<file path="src/rtl/johnson_pkg.sv">
// rtl/johnson_pkg.sv - shared constants and helpers for the Johnson decoder
package johnson_pkg;

    // FSM state encoding
    localparam logic [1:0] ST_SEARCH  = 2'd0;
    localparam logic [1:0] ST_ACQUIRE = 2'd1;
    localparam logic [1:0] ST_LOCKED  = 2'd2;

    // Default configuration
    localparam int DEF_N           = 4;
    localparam int DEF_LOCK_THRESH = 2;

    // Width of the consecutive-successor run counter (LOCK_THRESH is at most 15)
    localparam int RUN_W = 4;

    // Next index in a 2N-long Johnson sequence; the last index wraps to 0
    function automatic int unsigned next_index(input int unsigned idx,
                                               input int unsigned seq_len);
        return (idx + 1 >= seq_len) ? 0 : idx + 1;
    endfunction

endpackage

</file>
<file path="src/rtl/johnson_code_check.sv">
// rtl/johnson_code_check.sv - combinational Johnson code legality check and index decode
module johnson_code_check #(
    parameter int N     = 4,
    parameter int IDX_W = 3
) (
    input  logic [N-1:0]     code_i,
    output logic             legal_o,
    output logic [IDX_W-1:0] index_o
);

    logic [N-1:0]   mag;
    logic [IDX_W:0] ones;
    logic [IDX_W:0] idx_full;

    // Fold the MSB=1 half onto the MSB=0 half: both are legal exactly when
    // the folded word is a run of ones starting at bit 0.
    always_comb begin
        ones = '0;
        for (int b = 0; b < N; b++) begin
            ones = ones + (IDX_W+1)'(code_i[b]);
        end
        mag      = code_i[N-1] ? ~code_i : code_i;
        legal_o  = ((mag & (mag + N'(1))) == '0);
        idx_full = code_i[N-1] ? ((IDX_W+1)'(2 * N) - ones) : ones;
        index_o  = idx_full[IDX_W-1:0];
    end

endmodule

</file>
<file path="src/rtl/johnson_decoder.sv">
// rtl/johnson_decoder.sv - Johnson code decoder with continuity check and lock FSM (option: JOHNSON_DEC_AUTOCORRECT_EN)
module johnson_decoder
    import johnson_pkg::*;
#(
    parameter int N           = DEF_N,
    parameter int IDX_W       = 3,
    parameter int LOCK_THRESH = DEF_LOCK_THRESH,
    parameter int ERR_W       = 8
) (
    input  logic             Clock,
    input  logic             Reset,
    input  logic [N-1:0]     Code_in,
    input  logic             Code_valid,
    output logic [IDX_W-1:0] Index_out,
    output logic             Index_valid,
    output logic             Illegal,
    output logic             Seq_err,
    output logic             Locked,
    output logic [ERR_W-1:0] Err_count
);

    logic             code_legal;
    logic [IDX_W-1:0] code_idx;
    logic [IDX_W-1:0] succ_idx;
    logic             is_succ;

    logic [1:0]       state_q, state_d;
    logic [IDX_W-1:0] idx_q, idx_d;
    logic [RUN_W-1:0] run_q, run_d;
    logic [ERR_W-1:0] err_q, err_d;
    logic             iv_q, iv_d;
    logic             ill_q, ill_d;
    logic             se_q, se_d;
    logic             err_inc;
`ifdef JOHNSON_DEC_AUTOCORRECT_EN
    logic             bad_q, bad_d;
`endif

    johnson_code_check #(
        .N     (N),
        .IDX_W (IDX_W)
    ) u_check (
        .code_i  (Code_in),
        .legal_o (code_legal),
        .index_o (code_idx)
    );

    // idx_q doubles as prev_idx: every accepted code becomes the new reference
    assign succ_idx = IDX_W'(next_index(32'(idx_q), 32'(2 * N)));
    assign is_succ  = (code_idx == succ_idx);

    // Lock FSM, index tracking and error-event classification
    always_comb begin
        state_d = state_q;
        idx_d   = idx_q;
        run_d   = run_q;
        iv_d    = 1'b0;
        ill_d   = 1'b0;
        se_d    = 1'b0;
        err_inc = 1'b0;
`ifdef JOHNSON_DEC_AUTOCORRECT_EN
        bad_d   = bad_q;
`endif
        if (Code_valid) begin
            if (code_legal) begin
                idx_d = code_idx;
                iv_d  = 1'b1;
`ifdef JOHNSON_DEC_AUTOCORRECT_EN
                bad_d = 1'b0;
`endif
                case (state_q)
                    ST_SEARCH: begin
                        state_d = ST_ACQUIRE;
                        run_d   = '0;
                    end
                    ST_ACQUIRE: begin
                        if (!is_succ) begin
                            se_d  = 1'b1;
                            run_d = '0;
                        end else if (run_q == RUN_W'(LOCK_THRESH - 1)) begin
                            state_d = ST_LOCKED;
                            run_d   = '0;
                        end else begin
                            run_d = run_q + RUN_W'(1);
                        end
                    end
                    ST_LOCKED: begin
                        if (!is_succ) begin
                            se_d    = 1'b1;
                            err_inc = 1'b1;
                            state_d = ST_ACQUIRE;
                            run_d   = '0;
                        end
                    end
                    default: begin
                        state_d = ST_SEARCH;
                        run_d   = '0;
                    end
                endcase
            end else begin
                ill_d = 1'b1;
                case (state_q)
                    ST_SEARCH: ;
                    ST_LOCKED: begin
                        err_inc = 1'b1;
`ifdef JOHNSON_DEC_AUTOCORRECT_EN
                        // A single bad word is bridged by predicting the
                        // successor; a second one in a row drops lock.
                        if (bad_q) begin
                            state_d = ST_SEARCH;
                            run_d   = '0;
                            bad_d   = 1'b0;
                        end else begin
                            idx_d = succ_idx;
                            iv_d  = 1'b1;
                            bad_d = 1'b1;
                        end
`else
                        state_d = ST_SEARCH;
                        run_d   = '0;
`endif
                    end
                    default: begin
                        state_d = ST_SEARCH;
                        run_d   = '0;
                    end
                endcase
            end
        end
        err_d = (err_inc && (err_q != '1)) ? err_q + ERR_W'(1) : err_q;
    end

    // State and output registers; reset wins over a same-cycle valid code
    always_ff @(posedge Clock) begin
        if (Reset) begin
            state_q <= ST_SEARCH;
            idx_q   <= '0;
            run_q   <= '0;
            err_q   <= '0;
            iv_q    <= 1'b0;
            ill_q   <= 1'b0;
            se_q    <= 1'b0;
`ifdef JOHNSON_DEC_AUTOCORRECT_EN
            bad_q   <= 1'b0;
`endif
        end else begin
            state_q <= state_d;
            idx_q   <= idx_d;
            run_q   <= run_d;
            err_q   <= err_d;
            iv_q    <= iv_d;
            ill_q   <= ill_d;
            se_q    <= se_d;
`ifdef JOHNSON_DEC_AUTOCORRECT_EN
            bad_q   <= bad_d;
`endif
        end
    end

    assign Index_out   = idx_q;
    assign Index_valid = iv_q;
    assign Illegal     = ill_q;
    assign Seq_err     = se_q;
    assign Locked      = (state_q == ST_LOCKED);
    assign Err_count   = err_q;

endmodule

</file>
<file path="config.mk">
export PLATFORM = sky130hd
export DESIGN_NAME = johnson_decoder
export DESIGN_NICKNAME = d
export VERILOG_FILES = /design/src/rtl/johnson_pkg.sv /design/src/rtl/johnson_code_check.sv /design/src/rtl/johnson_decoder.sv
export SDC_FILE = /design/constraint.sdc
export NUM_CORES = 1
export LEC_CHECK = 0
export CORE_ASPECT_RATIO = 0.8
export CORE_MARGIN = 4
export CORE_UTILIZATION = 45
export DETAILED_ROUTE_END_ITERATION = 10
export HOLD_SLACK_MARGIN = 0.06
export PLACE_DENSITY = 0.69
export SYNTH_ARGS = -nofsm -noshare
export SYNTH_HDL_FRONTEND = slang
export SYNTH_SLANG_ARGS = --single-unit
</file>
<file path="constraint.sdc">
create_clock -name Clock -period 5.55 [get_ports Clock]
set_input_delay 0.555 -clock Clock [delete_from_list [all_inputs] [get_ports Clock]]
set_output_delay 0.555 -clock Clock [all_outputs]
set_load 0.01 [all_outputs]
</file>
* Yosys cells after proc, flatten, opt, wreduce, memory -nomap -nowiden
Index checks and enable logic that the tools add are counted.
Cells by class: add/sub/neg operators 8, multipliers 0, div/mod/pow operators 0, $lt $le $gt $ge 1, eq/ne operators 9, shift operators 0, muxes and demuxes 22, bitwise gates (word level) 5, reductions and logical operators 9
Operator list (number):
- $mux W4 | 6
- $mux W2 | 5
- $ne A3 B3 Y1 const B | 3
- $add A4 B1 Y4 const B | 2
- $add A8 B1 Y8 const B | 1
- $ne A8 B8 Y1 const B | 1
- $pmux W4 S2 | 1
- $mux W1 | 7
- $add A3 B1 Y3 | 2
- $mux W3 | 2
- $pmux W2 S3 | 1
- $reduce_and A5 Y1 | 1
- $add A3 B1 Y4 const B | 1
- $and A4 B4 Y4 | 1
- $eq A4 B1 Y1 const B | 1
- $ge A4 B4 Y1 const B | 1
- $logic_not A4 Y1 | 1
- $not A4 Y4 | 1
- $reduce_or A2 Y1 | 2
- $reduce_or A4 Y1 | 1
- $eq A3 B3 Y1 | 1
- $not A1 Y1 | 3
- $reduce_and A3 Y1 | 1
- $sub A1 B3 Y3 const A | 1
- other kinds (7) | 7
Storage, ports and cells: flip-flop bits (word level) 20, bits in latches 0, bits in writable memories 0, memory bits (read-only) 0, output and inout bits 15, logic and storage cells 61, memories kept 0

* Longest topological paths before layout
word-level depth 11, mapped depth 13, depth with buffers taken out 13

* Cells and area by module
Synthesis repeated with hierarchy kept, for this count alone.
Unflattened totals: cell total of the unflattened synthesis 158, area, all modules 1271.2 µm²
By module, submodules not included:
- johnson_decoder | times used 1, cells each 138, area an instance 1127.3 µm², sequential area each 400.4 µm²
- johnson_code_check | times used 1, cells each 20, area an instance 143.9 µm², sequential area each 0.0 µm²

* Worst setup path after synthesis
Ideal clock, no wire load.
kind input -> register, start in Code_in[0], end reg err_q[5], in the netlist Err_count[5], data arrival time 3098 ps, required time 5429 ps, slack 2331 ps, cell stages on the path 13, cell sequence ha_1 > inv_1 > fa_1 > inv_1 > ha_1 > inv_1 > ha_1 > mux2_4 > nand3_1 > a21oi_4 > a311oi_2 > and3_1 > mux2_4
On the way: longest elaborated chain between the ends 11, elaborated cells between the ends (all ways) 16, those cells by class add/sub (5); eq/ne (1); mux (6); bitwise (2); reduce/logical (2)
Ends and longest elaborated chain:
- start, declared | RTL line johnson_decoder.sv:12 | input logic [N-1:0] Code_in,
- $add A1 B1 Y2 | RTL line johnson_code_check.sv:20 | ones = ones + (IDX_W+1)'(code_i[b]);
- $add A3 B1 Y3 (2 in a row) | RTL line johnson_code_check.sv:20
- $sub A1 B3 Y3 | RTL line johnson_code_check.sv:24 | idx_full = code_i[N-1] ? ((IDX_W+1)'(2 * N) - ones) : ones;
- $mux W3 | RTL line johnson_code_check.sv:24
- $eq A3 B3 Y1 | RTL line johnson_decoder.sv:50 | assign is_succ = (code_idx == succ_idx);
- $mux W1 | RTL line johnson_decoder.sv:88 | if (!is_succ) begin
- $mux W1 | RTL line johnson_decoder.sv:71 | case (state_q)
- $mux W1 * | RTL line johnson_decoder.sv:65 | if (code_legal) begin
- $mux W1 * | RTL line johnson_decoder.sv:64 | if (Code_valid) begin
- $logic_and A1 B1 Y1 * | RTL line johnson_decoder.sv:130 | err_d = (err_inc && (err_q != '1)) ? err_q + ERR_W'(1) : err_q;
- end signal, assigned | RTL line johnson_decoder.sv:150 | err_q <= err_d;
- end, declared | RTL line johnson_decoder.sv:30 | logic [ERR_W-1:0] err_q, err_d;
Mark *: on every way between the ends. The rest lies on a longest branch, timed or not. A chain may end at the register's enable or synchronous reset.

* Worst setup path after layout
start in Code_in[1], end reg err_q[5], in the netlist Err_count[5]
Same word-level chain as after synthesis.

==> flow_summary_export.csv <==
group,metric,value,unit
run_status,status,"completed",
final_layout,postLayoutCellArea,0.00169,sq mm
logic_synthesis,postSynthCellCount,148,
logic_synthesis,synth_area,0.00137,sq mm
logic_synthesis,yosysTopAreaCellShare,29.2,%
logic_synthesis,ys_top_cells_by_count,"dfxtp_1 (20), nor2_1 (20), ha_1 (11)",
logic_synthesis,syn-num-nets,167,
clocking,clk_pin_slew,0.08,ns
logic_synthesis,seq_area_frac_synth,29.2,%
logic_synthesis,yosys_register_bits,20,
clocking,cts_root_buf,"clkbuf_8",
clocking,htreeDepth,1,
clocking,numCtsBuffers,3,
grt,grt_overflow,0,
placement,gp_congestion,0.764,
flow_run,drv_cap,0,
placement,port_buffers,21,
grt,grt_usage,14.4,%
clocking,clock_latency,0.26,ns
die,die_height,57.4,microns
critical_path,crit_required,5.71,ns
clocking,ctsResizeCount,0,
logic_synthesis,avgSynthCellArea,9.26,sq um
pwr,pwr_density_cell,300,mW/mm^2
worst_hold_path,hold_path_class,"register to register",
clocking,cts_setup_buffers,0,
die,core_area,0.00283,sq mm
clocking,clock_sinks,20,
routing,first_pass_iters,4,
grt,antenna_found_initial,0,
logic_synthesis,yosys_warnings,0,
routing,wl_per_cell,12.9,microns
die,rows,17,
timing,fin_crit,3.59,ns
grt,grt_pass1_vias,1091,
final_layout,area_growth,23.1,%
final_layout,final_cells,208,
routing,via_per_inst,5.42,
logic_synthesis,synth.area.top_cells,"dfxtp_1 (29%), ha_1 (10%), nor2_1 (5.5%)",
timing,finalSetupViolCount,0,
critical_path,worstPathCellList,"clkdlybuf4s50_1, ha_1, inv_1, fa_1, inv_1, ha_1, inv_1, ha_1, mux2_4, a21o_1, a21oi_4, a311oi_2, and3_1, mux2_4",
pwr,ir_drop,0.164,mV
critical_path,worst_setup_path_end_kind,"register",
die,die_area,0.00400,sq mm
routing,ant_nets,0,
final_layout,fillCellCount,254,
routing,drc_errors,0,
final_layout,n_antenna_cell,0,
die,start_util,48.4,%
critical_path,critPathMaxFanout,9,
critical_path,cp_num_cells,14,
timing,grt_setup_unrepaired,"no",
routing,dr_total_vias,1128,
timing,slew_violations,0,
placement,dp_cells,204,
placement,place_hpwl,2.02,mm
grt,grt_max_degree,24,
die,die_w,69.7,microns
critical_path,ff2ff_path_depth,7,
timing,relSlewSlack,45.7,%
timing,whs,0.526,ns
critical_path,worst-path-buf-inv,4,
timing,worstMarginPinSlew,0.812,ns
final_layout,drive_above_1_share,11.2,%
timing,fin_skew,0.00322,ns
clocking,clock_path_buffers,2,
timing,tns,0,ns
critical_path,slowest_stage,"clkdlybuf4s50_1",
clocking,hold_buffers,0,
timing,hold_violations,0,
grt,grt_pass1_wl,4.75,mm
critical_path,worstSetupPathType,"input port to register",
logic_synthesis,yosys.area.top_type,"dfxtp_1",
logic_synthesis,synthArstFlopShare,0,%
critical_path,critical_path_arrival,3.75,ns
final_layout,nets,190,
worst_hold_path,whs_path_depth,1,
critical_path,crit_family,"adder cells",
timing,fin_crit_sh,64.7,%
die,ios,22,
logic_synthesis,synth_ff_type,"dfxtp_1",
logic_synthesis,netlist-cell-type-count,47,
pwr,leakage,0.664,nW
routing,initialDrtViolationCount,50,
critical_path,startpoint_type,"input port",
timing,max_freq,279,MHz
logic_synthesis,synth-edff-count,0,
clocking,cts_tree,"built",
placement,placed_area,0.00162,sq mm
routing,wirelength,2.69,mm
critical_path,slowest_delay,0.47,ns
[worst register-to-register path, delay by kind of cell (launching register included)]
kind            cells  cell delay, ns
compound gates      2            0.62
flops               1            0.37
simple gates        1            0.23
xor+xnor            1            0.21
fa+ha+maj           1            0.26
mux                 2            0.42
[state kept, by name, summed over array words and instances (netlist names)]
name and cells:
Err_count 8, run_q 4, Index_out 3, state_q 2, Illegal 1, Index_valid 1
Seq_err 1
[area by class of cell]
type,count,area [sq um],share of cell area (%)
multi-input combinational,115,920,54.5
sequential,20,400,23.7
timing repair buffer,21,210,12.5
tap,38,47.5,2.82
clock buffer,3,41.3,2.45
inverter,10,37.5,2.23
clock inverter,1,30.0,1.78
[report_power, final]
part	switching [W]	internal, W	total (W)
logic	0.000102	0.0000890	0.000191
registers	0.0000106	0.000155	0.000166
clock network	0.0000522	0.0000963	0.000149
[final timing paths]
check / start / endpoint / slack (ns)
worst min register to register: run_q[3] / run_q[3] / 0.53
worst max-delay path: Code_in[1] / Err_count[5] / 1.96
worst min-delay path: run_q[3] / run_q[3] / 0.53
worst max register to register: Index_out[0] / Err_count[5] / 3.34
[kinds of logic (layout without fill, tap and decap cells)]
logic type               after synthesis  after routing  synth area share [%]
adder cells (fa/ha/maj)               12             12                  11.5
buffers and inverters                 13             35                  3.65
flip-flops                            20             20                  29.2
multiplexers                           8              8                  8.04
XOR/XNOR                               6              6                  6.58
AND/OR/NAND/NOR                       64             64                  24.8
AO/OA/AOI/OAI                         25             25                  16.2
[per-layer routing]
| layer | GRT usage [%] | up-vias | share of wire (%) |
|---|---|---|---|
| met2 | 24.0 | 28 | 47 |
| met4 | 4.10 | 0 | 0.74 |
| met5 | 0 | - | 0 |
| li1 | - | 572 | - |
| met1 | 18.3 | 524 | 47 |
| met3 | 4.40 | 4 | 5.1 |
[metrics by stage]
step                      utilization, %  total power (W)  setup WS, ns
after detailed placement            57.1         0.000360          1.66
final                               59.6         0.000505          1.96
after CTS                           59.6         0.000509          1.94
after global placement              57.1         0.000357          1.76
after floorplan                        -         0.000312          2.33
after global routing                59.6         0.000540          1.73
[cells in the final DEF (no fill, tap or decap), drive strengths merged, types with 2 or more instances in the layout]
master,instances
nand3,9
clkbuf,3
a21o,2
nor2,20
nand4,4
nor2b,4
a31oi,3
dfxtp,20
and3,4
nor3,3
nand3b,4
and2,3
inv,10
nor3b,2
ha,11
xnor2,5
a311oi,2
mux2i,3
mux2,5
a21oi,7
nand2,5
clkdlybuf4s50,21
a211o,2
No activity file was read; power rests on OpenSTA's default activity.
